`src/rtl/bcd_display_pkg.sv`:
```
// -----------------------------------------------------------------------------
// bcd_display_pkg
// Shared types and constants for the BCD 7-segment scan display.
//   state_t   : scan FSM states (IDLE, LOAD, DRIVE, GUARD)
//   SEG_*     : 7-bit active-high segment patterns, bit0 = a ... bit6 = g
// -----------------------------------------------------------------------------
package bcd_display_pkg;

    typedef enum logic [1:0] {
        IDLE  = 2'd0,
        LOAD  = 2'd1,
        DRIVE = 2'd2,
        GUARD = 2'd3
    } state_t;

    //                                    gfedcba
    localparam logic [6:0] SEG_0     = 7'b0111111;
    localparam logic [6:0] SEG_1     = 7'b0000110;
    localparam logic [6:0] SEG_2     = 7'b1011011;
    localparam logic [6:0] SEG_3     = 7'b1001111;
    localparam logic [6:0] SEG_4     = 7'b1100110;
    localparam logic [6:0] SEG_5     = 7'b1101101;
    localparam logic [6:0] SEG_6     = 7'b1111101;
    localparam logic [6:0] SEG_7     = 7'b0000111;
    localparam logic [6:0] SEG_8     = 7'b1111111;
    localparam logic [6:0] SEG_9     = 7'b1101111;
    localparam logic [6:0] SEG_DASH  = 7'b1000000;
    localparam logic [6:0] SEG_BLANK = 7'b0000000;

endpackage

```
`src/rtl/bcd_to_7seg.sv`:
```
// -----------------------------------------------------------------------------
// bcd_to_7seg
// Combinational BCD nibble to 7-segment decoder (active-high segments).
// Values 10..15 are not BCD: they decode to a dash and raise o_invalid.
// Ports:
//   i_nibble   in  4  BCD digit
//   o_seg      out 7  segments, bit0 = a ... bit6 = g, 1 = lit
//   o_invalid  out 1  nibble > 9
// -----------------------------------------------------------------------------
module bcd_to_7seg
    import bcd_display_pkg::*;
(
    input  logic [3:0] i_nibble,
    output logic [6:0] o_seg,
    output logic       o_invalid
);

    always_comb begin
        o_seg     = SEG_DASH;
        o_invalid = 1'b0;
        case (i_nibble)
            4'd0:    o_seg = SEG_0;
            4'd1:    o_seg = SEG_1;
            4'd2:    o_seg = SEG_2;
            4'd3:    o_seg = SEG_3;
            4'd4:    o_seg = SEG_4;
            4'd5:    o_seg = SEG_5;
            4'd6:    o_seg = SEG_6;
            4'd7:    o_seg = SEG_7;
            4'd8:    o_seg = SEG_8;
            4'd9:    o_seg = SEG_9;
            default: begin
                o_seg     = SEG_DASH;
                o_invalid = 1'b1;
            end
        endcase
    end

endmodule

```
`src/rtl/bcd_display_scan.sv`:
```
// -----------------------------------------------------------------------------
// bcd_display_scan
// Time-multiplexed common-anode 7-segment driver for a packed BCD time bus.
// Each frame: one LOAD cycle snapshots the bus into a shadow register, then
// every digit is driven for SCAN_DIV cycles followed by GUARD_CYCLES blank
// cycles (ghosting guard). Frame period = 1 + N_DIGITS*(SCAN_DIV+GUARD_CYCLES).
// All outputs are registered and lag the FSM state/index by one cycle.
//
// Optional feature macro: BCD_DISPLAY_LZB_EN (leading-zero blanking).
//
// Ports:
//   i_clk          in  1           clock
//   i_rst          in  1           synchronous active-high reset
//   i_bcd_time     in  4*N_DIGITS  packed BCD, nibble k = digit k
//   i_enable       in  1           1 = scan, 0 = blank and return to IDLE
//   o_seg          out 7           segments a..g (polarity per ACTIVE_LOW)
//   o_dp           out 1           decimal point (polarity per ACTIVE_LOW)
//   o_an           out N_DIGITS    anode enables (polarity per ACTIVE_LOW)
//   o_frame_start  out 1           one-cycle pulse per snapshot
//   o_err          out 1           current frame holds a nibble > 9
//
// Handshake: none; i_bcd_time is sampled only in LOAD, i_enable is a level.
// -----------------------------------------------------------------------------
module bcd_display_scan
    import bcd_display_pkg::*;
#(
    parameter int                  N_DIGITS     = 6,
    parameter int                  SCAN_DIV     = 1000,
    parameter int                  GUARD_CYCLES = 4,
    parameter logic [N_DIGITS-1:0] DP_MASK      = N_DIGITS'(6'b010100),
    parameter bit                  ACTIVE_LOW   = 1'b1
) (
    input  logic                    i_clk,
    input  logic                    i_rst,
    input  logic [4*N_DIGITS-1:0]   i_bcd_time,
    input  logic                    i_enable,
    output logic [6:0]              o_seg,
    output logic                    o_dp,
    output logic [N_DIGITS-1:0]     o_an,
    output logic                    o_frame_start,
    output logic                    o_err
);

    localparam int CNT_MAX = (SCAN_DIV > GUARD_CYCLES) ? SCAN_DIV : GUARD_CYCLES;
    localparam int CNT_W   = (CNT_MAX > 1) ? $clog2(CNT_MAX) : 1;
    localparam int IDX_W   = (N_DIGITS > 1) ? $clog2(N_DIGITS) : 1;

    localparam logic [CNT_W-1:0]    DRIVE_LAST = CNT_W'(SCAN_DIV - 1);
    localparam logic [CNT_W-1:0]    GUARD_LAST = CNT_W'((GUARD_CYCLES > 0) ? GUARD_CYCLES - 1 : 0);
    localparam logic [IDX_W-1:0]    IDX_LAST   = IDX_W'(N_DIGITS - 1);
    // XOR masks applied at the output registers only
    localparam logic [N_DIGITS-1:0] AN_POL     = {N_DIGITS{ACTIVE_LOW}};
    localparam logic [6:0]          SEG_POL    = {7{ACTIVE_LOW}};

    // FSM and datapath state
    state_t                 r_state;
    logic [IDX_W-1:0]       r_idx;
    logic [CNT_W-1:0]       r_cnt;
    logic [4*N_DIGITS-1:0]  r_shadow;

    // Output registers (physical polarity)
    logic [N_DIGITS-1:0]    r_an;
    logic [6:0]             r_seg;
    logic                   r_dp;
    logic                   r_frame_start;
    logic                   r_err;

    state_t                 w_state_nxt;
    logic [IDX_W-1:0]       w_idx_nxt;
    logic [CNT_W-1:0]       w_cnt_nxt;
    logic                   w_load;
    logic [4*N_DIGITS-1:0]  w_shadow_nxt;
    logic [6:0]             w_dec_seg [N_DIGITS];
    logic [N_DIGITS-1:0]    w_dec_inv;
    logic                   w_frame_err;
    logic [N_DIGITS-1:0]    w_blank;
    logic [N_DIGITS-1:0]    w_an_act;
    logic [6:0]             w_seg_act;
    logic                   w_dp_act;

    assign w_load       = i_enable && (r_state == LOAD);
    assign w_shadow_nxt = w_load ? i_bcd_time : r_shadow;

    // The decoders look at the next shadow value. In LOAD this is the live
    // bus, so their invalid flags give the error status of the frame being
    // captured; outside LOAD it equals the shadow, so their segments are the
    // ones to display while driving.
    for (genvar k = 0; k < N_DIGITS; k++) begin : g_dec
        bcd_to_7seg u_dec (
            .i_nibble  (w_shadow_nxt[4*k +: 4]),
            .o_seg     (w_dec_seg[k]),
            .o_invalid (w_dec_inv[k])
        );
    end

    assign w_frame_err = |w_dec_inv;

`ifdef BCD_DISPLAY_LZB_EN
    // Leading-zero blanking: digits from the top downward that are zero
    // (contiguously) are blanked for the whole frame. Digit 0 always shows.
    logic [N_DIGITS-1:0] r_blank;
    logic [N_DIGITS-1:0] w_lzb_mask;
    logic                w_zero_run;

    always_comb begin
        w_lzb_mask = '0;
        w_zero_run = 1'b1;
        for (int k = N_DIGITS - 1; k >= 1; k--) begin
            w_zero_run    = w_zero_run && (i_bcd_time[4*k +: 4] == 4'd0);
            w_lzb_mask[k] = w_zero_run;
        end
    end

    always_ff @(posedge i_clk) begin
        if (i_rst) begin
            r_blank <= '0;
        end else if (w_load) begin
            r_blank <= w_lzb_mask;
        end
    end

    assign w_blank = r_blank;
`else
    assign w_blank = '0;
`endif

    // Next-state logic. The counter restarts at 0 on every state change and
    // on every digit change when there is no guard gap.
    always_comb begin
        w_state_nxt = r_state;
        w_idx_nxt   = r_idx;
        w_cnt_nxt   = '0;
        if (!i_enable) begin
            w_state_nxt = IDLE;
            w_idx_nxt   = '0;
        end else begin
            case (r_state)
                IDLE: begin
                    w_state_nxt = LOAD;
                end
                LOAD: begin
                    w_state_nxt = DRIVE;
                    w_idx_nxt   = '0;
                end
                DRIVE: begin
                    if (r_cnt == DRIVE_LAST) begin
                        if (GUARD_CYCLES > 0) begin
                            w_state_nxt = GUARD;
                        end else if (r_idx == IDX_LAST) begin
                            w_state_nxt = LOAD;
                        end else begin
                            w_idx_nxt = r_idx + IDX_W'(1);
                        end
                    end else begin
                        w_cnt_nxt = r_cnt + CNT_W'(1);
                    end
                end
                GUARD: begin
                    if (r_cnt == GUARD_LAST) begin
                        if (r_idx == IDX_LAST) begin
                            w_state_nxt = LOAD;
                        end else begin
                            w_state_nxt = DRIVE;
                            w_idx_nxt   = r_idx + IDX_W'(1);
                        end
                    end else begin
                        w_cnt_nxt = r_cnt + CNT_W'(1);
                    end
                end
                default: begin
                    w_state_nxt = IDLE;
                    w_idx_nxt   = '0;
                end
            endcase
        end
    end

    // Active-high view of the display for the next cycle. Dropping i_enable
    // blanks the outputs on the same edge the FSM returns to IDLE.
    always_comb begin
        w_an_act  = '0;
        w_seg_act = SEG_BLANK;
        w_dp_act  = 1'b0;
        if (i_enable && (r_state == DRIVE)) begin
            for (int k = 0; k < N_DIGITS; k++) begin
                if ((r_idx == IDX_W'(k)) && !w_blank[k]) begin
                    w_an_act[k] = 1'b1;
                    w_seg_act   = w_dec_seg[k];
                    w_dp_act    = DP_MASK[k];
                end
            end
        end
    end

    always_ff @(posedge i_clk) begin
        if (i_rst) begin
            r_state  <= IDLE;
            r_idx    <= '0;
            r_cnt    <= '0;
            r_shadow <= '0;
        end else begin
            r_state  <= w_state_nxt;
            r_idx    <= w_idx_nxt;
            r_cnt    <= w_cnt_nxt;
            r_shadow <= w_shadow_nxt;
        end
    end

    always_ff @(posedge i_clk) begin
        if (i_rst) begin
            r_an          <= AN_POL;
            r_seg         <= SEG_POL;
            r_dp          <= ACTIVE_LOW;
            r_frame_start <= 1'b0;
            r_err         <= 1'b0;
        end else begin
            r_an          <= w_an_act ^ AN_POL;
            r_seg         <= w_seg_act ^ SEG_POL;
            r_dp          <= w_dp_act ^ ACTIVE_LOW;
            r_frame_start <= w_load;
            if (w_load) begin
                r_err <= w_frame_err;
            end
        end
    end

    assign o_an          = r_an;
    assign o_seg         = r_seg;
    assign o_dp          = r_dp;
    assign o_frame_start = r_frame_start;
    assign o_err         = r_err;

endmodule

```
`config.mk`:
```
export PLATFORM = sky130hd
export DESIGN_NAME = bcd_display_scan
export DESIGN_NICKNAME = d
export VERILOG_FILES = /design/src/rtl/bcd_display_pkg.sv /design/src/rtl/bcd_to_7seg.sv /design/src/rtl/bcd_display_scan.sv
export SDC_FILE = /design/constraint.sdc
export NUM_CORES = 1
export LEC_CHECK = 0
export BUFFER_PORTS_ARGS = -buffer_cell sky130_fd_sc_hd__buf_2
export CORE_MARGIN = 1
export CORE_UTILIZATION = 55
export DETAILED_ROUTE_END_ITERATION = 10
export PLACE_DENSITY = 0.77
export SLEW_MARGIN = 20
export SYNTH_ARGS = -nofsm -noshare
export SYNTH_HDL_FRONTEND = slang
export SYNTH_SLANG_ARGS = --single-unit
```
`constraint.sdc`:
```
create_clock -name i_clk -period 2.3 [get_ports i_clk]
set_input_delay 0.46 -clock i_clk [delete_from_list [all_inputs] [get_ports i_clk]]
set_output_delay 0.46 -clock i_clk [all_outputs]
set_load 0.01 [all_outputs]
```
## Word-level counts from Yosys, hierarchy flattened

Index checks and enable logic that the tools add are counted.

- Register bits: 55
- Logic and storage cells: 144
- Input bits: 27
- Output and inout port bits: 16

- Bitwise gates (word level): 4
- Add/sub/neg operators: 2
- Equality and inequality tests: 67
- Mux-type cells: 41
- Reductions and logical operators: 21

Operator list:

| kind | count |
|---|---|
| $pmux 7 s10 | 6 |
| $eq 4x3->1 const B | 24 |
| $reduce_or 10->1 | 6 |
| $mux 7 | 7 |
| $eq 4x2->1 const B | 12 |
| $eq 4x4->1 const B | 12 |
| $eq 4x1->1 const B | 6 |
| $logic_not 4->1 | 6 |
| $mux 24 | 1 |
| $mux 10 | 2 |
| $pmux 10 s2 | 1 |
| $mux 1 | 16 |
| $add 10x1->10 const B | 1 |
| $eq 10x10->1 const B | 1 |
| $eq 10x2->1 const B | 1 |
| $pmux 2 s4 | 1 |
| $not 7->7 | 1 |
| $eq 3x2->1 const B | 2 |
| $eq 3x3->1 const B | 2 |
| $mux 2 | 3 |
| $mux 3 | 2 |
| $mux 6 | 1 |
| $ne 2x2->1 const B | 3 |
| $not 6->6 | 1 |
| 14 further kinds | 17 |

## Depth between registers and ports, before layout

Gate-level depths: netlist of run 1.

- Depth after elaboration: 13
- Gate-level depth with buffers: 10
- Mapped depth without buffers: 8

## Cells and area by module

A second synthesis of run 1 with hierarchy kept.

- Cells, all modules: 390
- Area total of the unflattened synthesis: 3557.2 um2

Modules (own cells, without submodules):

| module | sequential area each (um2) | instances | area an instance (um2) | cells each |
|---|---|---|---|---|
| bcd_display_scan | 1101.1 | 1 | 2551.2 | 264 |
| bcd_to_7seg | 0.0 | 6 | 167.7 | 21 |

## Worst setup path before layout of run 1

Ideal clock, no wire load.

- Path kind: reg2reg
- From: register r_idx[0]
- To: register r_seg[4] (netlist: o_seg[4])
- Clock period less this slack: 1911 ps
- Path buffers: 0
- Setup time: 120 ps
- Arrival time: 1791 ps
- Data required time: 2180 ps
- Cell stages (with the launch flop): 8
- Slack: 389 ps
- Cell sequence: dfxtp_1 ha_1 nor2b_1 nor2b_1 a31oi_1 a21oi_1 o221ai_1 a211o_1

- Cells in the longest elaborated chain, start to end: 9
- Elaborated cells on any way between the ends: 14
- Those cells by class: 5 x eq/ne; 7 x mux; 1 x bitwise; 1 x reduce/logical

RTL lines:

| item | line | RTL |
|---|---|---|
| start, declared | bcd_display_scan.sv:57 | `logic [IDX_W-1:0] r_idx;` |
| start signal, assigned | bcd_display_scan.sv:203 | `r_idx <= w_idx_nxt;` |
| $logic_not 3->1 | bcd_display_scan.sv:186 | `if ((r_idx == IDX_W'(k)) && !w_blank[k]) begin` |
| $mux 7 (5 in series) | bcd_display_scan.sv:186 |  |
| $mux 7 * | bcd_display_scan.sv:186 |  |
| $mux 7 * | bcd_display_scan.sv:184 | `if (i_enable && (r_state == DRIVE)) begin` |
| $not 7->7 (no source line) * | n/a |  |
| end signal, assigned | bcd_display_scan.sv:218 | `r_seg <= w_seg_act ^ SEG_POL;` |
| end, declared | bcd_display_scan.sv:63 | `logic [6:0] r_seg;` |

Every way passes the cells marked *; elsewhere a longest branch is shown, timed or not.
A chain may end at the register's enable or synchronous reset.

## Worst setup path in the final report of run 1

- From: register r_state[1]
- To: register r_seg[5] (netlist: o_seg[5])

- Cells in the longest elaborated chain, start to end: 13
- Elaborated cells on any way between the ends: 79
- Those cells by class: 56 x eq/ne; 14 x mux; 1 x bitwise; 8 x reduce/logical

RTL lines:

| item | line | RTL |
|---|---|---|
| start, declared | bcd_display_scan.sv:56 | `state_t r_state;` |
| start signal, assigned | bcd_display_scan.sv:202 | `r_state <= w_state_nxt;` |
| $eq 2x1->1 | bcd_display_scan.sv:81 | `assign w_load = i_enable && (r_state == LOAD);` |
| $logic_and 1x1->1 | bcd_display_scan.sv:81 |  |
| $mux 24 | bcd_display_scan.sv:82 | `assign w_shadow_nxt = w_load ? i_bcd_time : r_shadow;` |
| $eq 4x4->1, or another cell as far along | bcd_to_7seg.sv:21 | `case (i_nibble)` |
| $pmux 7 s10 | bcd_to_7seg.sv:21 |  |
| $mux 7 (6 in series) | bcd_display_scan.sv:186 |  |
| $mux 7 * | bcd_display_scan.sv:184 |  |
| $not 7->7 (no source line) * | n/a |  |

Marks and branches as above.

==> results_dict.tcl, run 1 <==
set metrics [dict create \
    status "complete, no violations" \
    fin_util 0.637 \
    hp-class "input port to flip-flop" \
    clockRootBuffer "clkbuf_8" \
    power_uw 1970 \
    yosysTopAreaCell "dfxtp_1" \
    power.internal_uw 1350 \
    setup_viol_count_final 0 \
    io_pins 43 \
    fillers 639 \
    slew-limit-headroom 0.622 \
    required_ns 2.48 \
    peakVddDrop_uv 289 \
    p_leak_uw 0.00168 \
    insertion_delay_ns 0.33 \
    final_hold_viol_count 0 \
    dpl.hpwl_mm 8.07 \
    worstPathMaxFanout 33 \
    async_flop_share 0 \
    power_density_nw_per_um2 442 \
    grt_max_degree 34 \
    grt_pass1_wl_mm 17.4 \
    multiInputGateArea_um2 2680 \
    n_antenna_cell 0 \
    numCtsBuffers 5 \
    num_rows 30 \
    hold_buffers 0 \
    maxCapViolations 0 \
    final_nets 600 \
    syn2layout_area_growth_pct 9.45 \
    fp.dieH_um 88.0 \
    synth.avg_cell_area_um2 7.46 \
    synth-seq-area-share 0.271 \
    cp-start-kind "flip-flop" \
    synthTopCellsByArea "dfxtp_1 (27%), nor2_1 (5.7%), nand2_1 (5.3%)" \
    initial_core_util 0.582 \
    drive_gt1_frac 0.155 \
    switching_power_uw 614 \
    cts_buffer_depth 2 \
    comb_power_share 0.186 \
    core_area_um2 6980 \
    post_cts_resized 0 \
    fmax_ghz 0.477 \
    fin_worst_skew_ns 0.0126 \
    ys_seq_elements 55 \
    path_cells "nand3b_4, buf_12, mux2_2, a32o_1, a211oi_1, o221ai_1" \
    cts.sinks 55 \
    cts_setup_buffers 0 \
    synthCells 545 \
    path_clk_slew_ns 0.11 \
    routed_via_density 6.23 \
    synth.distinct_cells 67 \
    worst_pin_slew_ns 0.560 \
    slew_viol_final 0 \
    fin_crit_sh 0.911 \
    worst_hold_slack_ns 0.431 \
    drt-initial-drc-count 351 \
    syn_area_um2 4070 \
    grt_pass1_vias 3778 \
    critical-path-max-stage-delay_ns 0.37 \
    vias 4138 \
    pwr-share-seq 0.508 \
    place_congestion 0.945 \
    gr-total-overflow 0 \
    ys_top_cells_by_count "nor2_1 (62), nand2_1 (57), dfxtp_1 (55), a21oi_1 (41), o21ai_0 (36)" \
    synth-edff-count 0 \
    die-area_um2 7740 \
    synth_top_area_frac 0.271 \
    yosys_warnings 0 \
    rsz0062_at_grt "no" \
    wl_per_cell_um 16.4 \
    clkPwrFrac 0.307 \
    critPathArrivalTime_ns 2.27 \
    cts_tree "done" \
    antenna_found_initial 0 \
    crit_slowest_cell "dfxtp_1" \
    die_w_um 88.0 \
    tns_ns 0 \
    regArea_um2 1100 \
    drc 0 \
    ctsHtreeMaxLevel 2 \
    drt.antenna.violating_nets 0 \
    totalWireLength_mm 10.9 \
    fin_crit_ns 2.10 \
    synth.most_common_cell "nor2_1" \
    critPathCaptureType "flip-flop" \
    grt_usage 0.287 \
    synth_ff_type "dfxtp_1" \
    switching_share 0.312 \
    numPortBuffers 42 \
    syn_nets 578 \
    worstSetupPathType "flip-flop to flip-flop" \
    firstDrtPassIters 5 \
]
==> final cells by class <==
cell class / instances / area share
tap: 96 / 0.0270
clock buffer: 5 / 0.0155
timing repair buffer: 63 / 0.0911
sequential: 55 / 0.247
multi-input combinational: 430 / 0.601
inverter: 12 / 0.0101
clock inverter: 3 / 0.00759
==> logic make-up (layout without fill, tap and decap cells) <==
family                     Yosys count  in the layout  share of synthesized area
muxes                               27             27                     0.0723
xor gates and xnor gates            17             17                     0.0366
and+or+nand+nor                    217            217                      0.262
AOI/OAI and AO/OA                  163            163                      0.269
adders and majority gates            6              6                     0.0185
buffers and inverters               60             83                     0.0711
DFF                                 55             55                      0.271
==> metal layers <==
layer	global-route usage	routed length [um]	part of all wire	up-vias
li1	-	-	-	2011
met1	0.374	4800	0.44	1926
met2	0.471	5080	0.47	175
met3	0.0490	701	0.065	26
met4	0.112	287	0.026	0
met5	0	0	0	-
==> flip-flops by register name, summed over array words and instances, names as in the netlist <==
signal         count
o_frame_start      1
r_shadow          24
o_an               6
r_state            2
o_seg              7
o_dp               1
o_err              1
r_cnt             10
r_idx              3
==> worst max-delay path, delay by kind of cell (launching register included) <==
kind            cells  cell delay [ns]
flops               1             0.37
mux                 1             0.36
compound gates      3             0.77
buf+inv             1             0.21
simple gates        1             0.23
==> power groups by stage <==
stage	Sequential (uW)	Clock (uW)	Combinational, uW
2_1_floorplan	1000	0	270
3_3_place_gp	1020	0	351
3_5_place_dp	1020	0	359
4_1_cts	998	621	360
5_1_grt	1000	650	402
6_report	999	604	366
==> per-stage QoR <==
step | area [um^2] | cells | worst slack, ns
after floorplan | 4070 | 545 | 0.389
after global placement | 4350 | 656 | 0.0817
after detailed placement | 4350 | 656 | 0.0566
after CTS | 4450 | 664 | 0.206
after global routing | 4450 | 664 | 0.0479
final | 4450 | 664 | 0.204
==> final timing paths <==
path | slack, ns | startpoint | end | cells after the start
worst max-delay path | 0.20 | r_state[1] | o_seg[5] | 6
worst min-delay path | 0.43 | i_bcd_time[0] | r_shadow[0] | 3
worst max register to register | 0.20 | r_state[1] | o_seg[5] | 6
worst min register to register | 0.45 | r_cnt[0] | r_cnt[0] | 1
==> cell usage in the layout (no fill, tap or decap), types with 3 or more instances in the layout <==
cell,instances
o22ai_1,4
a211oi_1,6
buf_4,18
nor2b_1,17
buf_12,3
nand2_1,57
a21o_1,4
a211o_1,3
nor3_1,11
nor4b_1,4
dfxtp_1,55
mux2_2,5
nand4_1,9
mux2i_1,20
o21bai_1,3
xnor2_1,11
and2_1,5
nand2b_1,8
inv_1,12
buf_2,42
o311ai_1,3
a31oi_1,10
o211ai_1,8
xor2_1,6
ha_1,6
a221oi_1,4
nand3_1,21
clkbuf_8,5
a21boi_0,5
and3_1,5
nor2_1,62
a21oi_1,41
o21ai_0,36
o221ai_1,6
nand3b_1,4
o31ai_1,5
No activity file was read; power rests on OpenSTA's default activity.
==> run 2: changes to the inputs <==
==> constraint.sdc (replaced) <==
create_clock -name i_clk -period 2.3 [get_ports i_clk]
set_input_delay 0.115 -clock i_clk [delete_from_list [all_inputs] [get_ports i_clk]]
set_output_delay 0.115 -clock i_clk [all_outputs]
set_load 0.01 [all_outputs]
==> run 2 against run 1 <==
Setup slack got worse by 0.067 ns. Worst hold slack got worse by 0.32 ns. Clock-buffer cell count increased by 1. Cell count decreased by 1.1%. Global-route usage about the same. Largest power group unchanged. Die area unchanged. Wire length increased by 0.39%. Critical path depth unchanged. Clock power decreased by 8.8%. Register-to-register slack got worse by 0.07 ns. Combinational power decreased by 1%.
==> results_dict.tcl, run 2 (synthesis gave the netlist of run 1 again) <==
set metrics [dict create \
    numPortBuffers 42 \
    die_w_um 88.0 \
    mostFrequentLayoutCell "nor2_1" \
    cts_tree "done" \
    dp_cells 649 \
    final_cells 657 \
    layout_common_cells "nor2_1 (62), nand2_1 (57), dfxtp_1 (54)" \
    fillers 659 \
    cpMostUsedCell "nor2b_1" \
    dpl.hpwl_mm 8.08 \
    slew-limit-headroom 0.658 \
    hold_depth 3 \
    path_clk_slew_ns 0.10 \
    numCtsBuffers 5 \
    place_congestion 0.943 \
    clockRootBuffer "clkbuf_8" \
    min-delay-start "i_bcd_time[3]" \
    hp-class "input port to flip-flop" \
    critPathCaptureType "flip-flop" \
    r2r-end "o_seg[1]" \
    regToRegSetupSlack_ns 0.14 \
    n_antenna_cell 0 \
    grt_pass1_wl_mm 17.3 \
    drive_gt1_frac 0.148 \
    p_leak_uw 0.00164 \
    totalWireLength_mm 10.9 \
    antenna_found_initial 0 \
    grt_max_degree 33 \
    num_rows 30 \
    rr_worst_depth 6 \
    io_pins 43 \
    crit_slowest_cell "dfxtp_1" \
    worst_pin_slew_ns 0.499 \
    path_cells "ha_1, nor2b_1, nor2b_1, a21boi_0, o31ai_1, a221o_1" \
    initial_core_util 0.582 \
    drc 0 \
    core_area_um2 6980 \
    final_nets 593 \
    fmax_ghz 0.462 \
    critical-path-max-stage-delay_ns 0.42 \
    slew_viol_final 0 \
    grt_usage 0.287 \
    drt-initial-drc-count 396 \
    status "complete, no violations" \
    vias 4088 \
    dpl_cell_area_um2 4290 \
    largest_reg_flops 24 \
    top_register "r_shadow" \
    grt_pass1_vias 3616 \
    required_ns 2.52 \
    gr-total-overflow 0 \
    critPathArrivalTime_ns 2.38 \
    reg2reg_from "r_idx[0]" \
    setup_viol_count_final 0 \
    min_to "r_shadow[3]" \
    fin_crit_sh 0.941 \
    worstSetupPathType "flip-flop to flip-flop" \
    worstPathMaxFanout 6 \
    maxCapViolations 0 \
    wl_per_cell_um 16.6 \
    peakVddDrop_uv 320 \
    cp-start-kind "flip-flop" \
    rsz0062_at_grt "no" \
    drt.antenna.violating_nets 0 \
    firstDrtPassIters 5 \
    cts_buffer_depth 2 \
    fp.dieH_um 88.0 \
    cts_setup_buffers 0 \
    final_hold_viol_count 0 \
    fin_crit_ns 2.16 \
    syn2layout_area_growth_pct 8.03 \
    tns_ns 0 \
    worst_hold_slack_ns 0.110 \
    cts.sinks 55 \
    die-area_um2 7740 \
    insertion_delay_ns 0.32 \
    fin_worst_skew_ns 0.00584 \
    ctsHtreeMaxLevel 2 \
    fin_area_um2 4390 \
    routed_via_density 6.22 \
    power_density_nw_per_um2 436 \
]
run 2: changes by cell type in the layout (fill, tap and decap cells not counted), sizes merged:
cell / before / now
clkbuf: 5 / 6
clkinvlp: 0 / 1
buf: 63 / 56
clkinv: 1 / 0
inv: 14 / 13
run 2: worst max path at each step:
stage	startpoint	endpoint	slack [ns]	cells past startpoint
after floorplan	r_idx[0]	o_seg[4]	0.39	7
after global placement	r_idx[2]	o_seg[5]	0.1	7
after detailed placement	r_idx[2]	o_seg[5]	0.07	7
after CTS	r_idx[2]	o_seg[5]	0.03	7
after global routing	r_idx[0]	o_seg[4]	0.01	7
final	r_idx[0]	o_seg[1]	0.14	6
run 2: critical path, delay by kind of cell (launching register included):
kind,cells,cell delay (ns)
compound gates,3,0.74
simple gates,2,0.59
flops,1,0.42
fa+ha+maj,1,0.32
run 2: per-layer routing:
metal	vias up	global-route usage	share of wire	routed length [um]
met3	20	0.0424	0.074	803
li1	1993	-	-	-
met5	-	0	0	0
met4	0	0.0909	0.018	194
met1	1903	0.386	0.44	4810
met2	172	0.470	0.47	5100
run 2: cell type report:
cell class,count,area (um^2),area share
clock buffers,6,72.6,0.0165
clock inverters,2,16.3,0.00370
multi-input cells,430,2680,0.611
repair buffers,56,353,0.0803
inverters,12,45.0,0.0103
well taps,96,120,0.0274
flip-flops and latches,55,1100,0.251
run 2: report_power, final:
| group | switching [uW] | internal, uW | leakage (uW) |
|---|---|---|---|
| Clock | 331 | 220 | 0.0000418 |
| Combinational | 214 | 148 | 0.00115 |
| Sequential | 30.0 | 970 | 0.000446 |
| Total | 575 | 1340 | 0.00164 |
run 2: what timing repair did:
action / CTS / global route
setup endpoints to repair: 0 / 2
resized for setup: 0 / 3
hold buffers: 0 / 0
run 2: through the flow:
stage | util | total power, uW | setup slack, ns
after floorplan | - | 1270 | 0.389
after global placement | 0.615 | 1370 | 0.0951
after detailed placement | 0.615 | 1380 | 0.0652
after CTS | 0.628 | 1920 | 0.0341
after global routing | 0.629 | 2000 | 0.0132
final | 0.629 | 1910 | 0.137
==> run 3: changes to the inputs <==
CTS_BUF_LIST = sky130_fd_sc_hd__clkbuf_8   (was not set)
==> run 3 against run 2 <==
Clock-buffer cell count shrank 1. Setup slack gained 0.0023 ns. Maximum frequency grew 0.11%.
==> results_dict.tcl, run 3 (synthesis gave the netlist of run 1 again) <==
set metrics [dict create \
    cts.sinks 55 \
    p_leak_uw 0.00164 \
    wl_met3_um 667 \
    mostFrequentLayoutCell "nor2_1" \
    firstDrtPassIters 6 \
    final_cells 657 \
    largest_reg_flops 24 \
    grt_pass1_wl_mm 17.3 \
    peakVddDrop_uv 321 \
    vias 4094 \
    regArea_um2 1100 \
    drt.antenna.violating_nets 0 \
    dpl.hpwl_mm 8.08 \
    top_layer "met4" \
    tns_ns 0 \
    worstPathMaxFanout 6 \
    cp_top_family "compound AO/OA/AOI/OAI gates" \
    fillers 659 \
    dp_cells 649 \
    setup_viol_count_final 0 \
    grt_pass1_vias 3616 \
    cts_tree "done" \
    critPathCaptureType "flip-flop" \
    die-area_um2 7740 \
    clockRootBuffer "clkbuf_8" \
    cts_setup_buffers 0 \
    rsz0062_at_grt "no" \
    drive_gt1_frac 0.148 \
    met2_length_mm 5.14 \
    regToRegSetupSlack_ns 0.14 \
    insertion_delay_ns 0.32 \
    path_buf_inv 0 \
    antenna_found_initial 0 \
    pwr-share-seq 0.524 \
    final_nets 593 \
    final_hold_viol_count 0 \
    fin_util 0.629 \
    syn2layout_area_growth_pct 8.03 \
    cp-start-kind "flip-flop" \
    numCtsBuffers 5 \
    crit_slowest_cell "dfxtp_1" \
    hold_buffers 0 \
    routed_via_density 6.23 \
    num_rows 30 \
    top_register "r_shadow" \
    worst_pin_slew_ns 0.495 \
    n_antenna_cell 0 \
    path_clk_slew_ns 0.10 \
    clkPwrFrac 0.287 \
    io_pins 43 \
    fin_worst_skew_ns 0.00630 \
    initial_core_util 0.582 \
    cts_buffer_depth 2 \
    status "complete, no violations" \
    grt_usage 0.287 \
    critical-path-max-stage-delay_ns 0.42 \
    totalWireLength_mm 10.9 \
    post_cts_resized 0 \
    fmax_ghz 0.463 \
    hp-class "input port to flip-flop" \
    cpMostUsedCell "nor2b_1" \
    die_w_um 88.0 \
    grt_max_degree 33 \
    drt-met1-wl_mm 4.93 \
    multiInputGateArea_um2 2680 \
    fin_crit_ns 2.16 \
    layout_common_cells "nor2_1 (62), nand2_1 (57), dfxtp_1 (54)" \
    dpl_cell_area_um2 4290 \
    power.internal_uw 1330 \
    slew-limit-headroom 0.661 \
    worstSetupPathType "flip-flop to flip-flop" \
    fin_crit_sh 0.940 \
    comb_power_share 0.190 \
    numPortBuffers 42 \
    switching_share 0.302 \
    switching_power_uw 577 \
    power_density_nw_per_um2 435 \
    path_cells "ha_1, nor2b_1, nor2b_1, a21boi_0, o31ai_1, a221o_1" \
    drt-initial-drc-count 402 \
    maxCapViolations 0 \
    core_area_um2 6980 \
    drc 0 \
    fin_area_um2 4390 \
    fp.dieH_um 88.0 \
    slew_viol_final 0 \
    wl_per_cell_um 16.6 \
    required_ns 2.52 \
    place_congestion 0.943 \
    power_uw 1910 \
    ctsHtreeMaxLevel 2 \
    gr-total-overflow 0 \
    critPathArrivalTime_ns 2.38 \
]
run 3: changes by cell type in the layout (fill, tap and decap cells not counted):
cell	before	now
inv_1	12	13
clkbuf_1	1	0
run 3: metal layers:
metal  up-vias  track usage
met1      1927        0.386
met3        20       0.0424
met2       156        0.470
met5         -            0
li1       1991            -
met4         0       0.0909
run 3: area by class of cell:
cell class	count	share of cell area
multi-input cells	430	0.611
flip-flops and latches	55	0.251
repair buffers	56	0.0803
well taps	96	0.0274
clock buffers	5	0.0157
inverters	12	0.0103
clock inverters	3	0.00456
run 3: power by group through the flow:
stage	clock (uW)	sequential, uW	combinational [uW]
2_1_floorplan	0	1000	270
3_3_place_gp	0	1020	350
3_5_place_dp	0	1020	354
4_1_cts	560	999	355
5_1_grt	594	1000	399
6_report	548	1000	362
run 3: worst paths after layout:
| check | end | depth (start not counted) | start |
|---|---|---|---|
| setup reg to reg | o_seg[1] | 6 | r_idx[0] |
| setup / recovery | o_seg[1] | 6 | r_idx[0] |
| hold / removal | r_shadow[3] | 3 | i_bcd_time[3] |
| hold reg to reg | r_cnt[0] | 1 | r_cnt[0] |
run 3: tightest hold or removal path: cells and delay by family:
kind / cells / cell delay [ns]
simple gates: 1 / 0.06
buf+inv: 1 / 0.14
compound gates: 1 / 0.06
run 3: metrics by stage:
| stage | hold slack [ns] | setup WS (ns) |
|---|---|---|
| 2_1_floorplan | 0.251 | 0.389 |
| 3_3_place_gp | 0.424 | 0.0951 |
| 3_5_place_dp | 0.437 | 0.0652 |
| 4_1_cts | 0.0987 | 0.0346 |
| 5_1_grt | 0.131 | 0.0132 |
| 6_report | 0.108 | 0.139 |
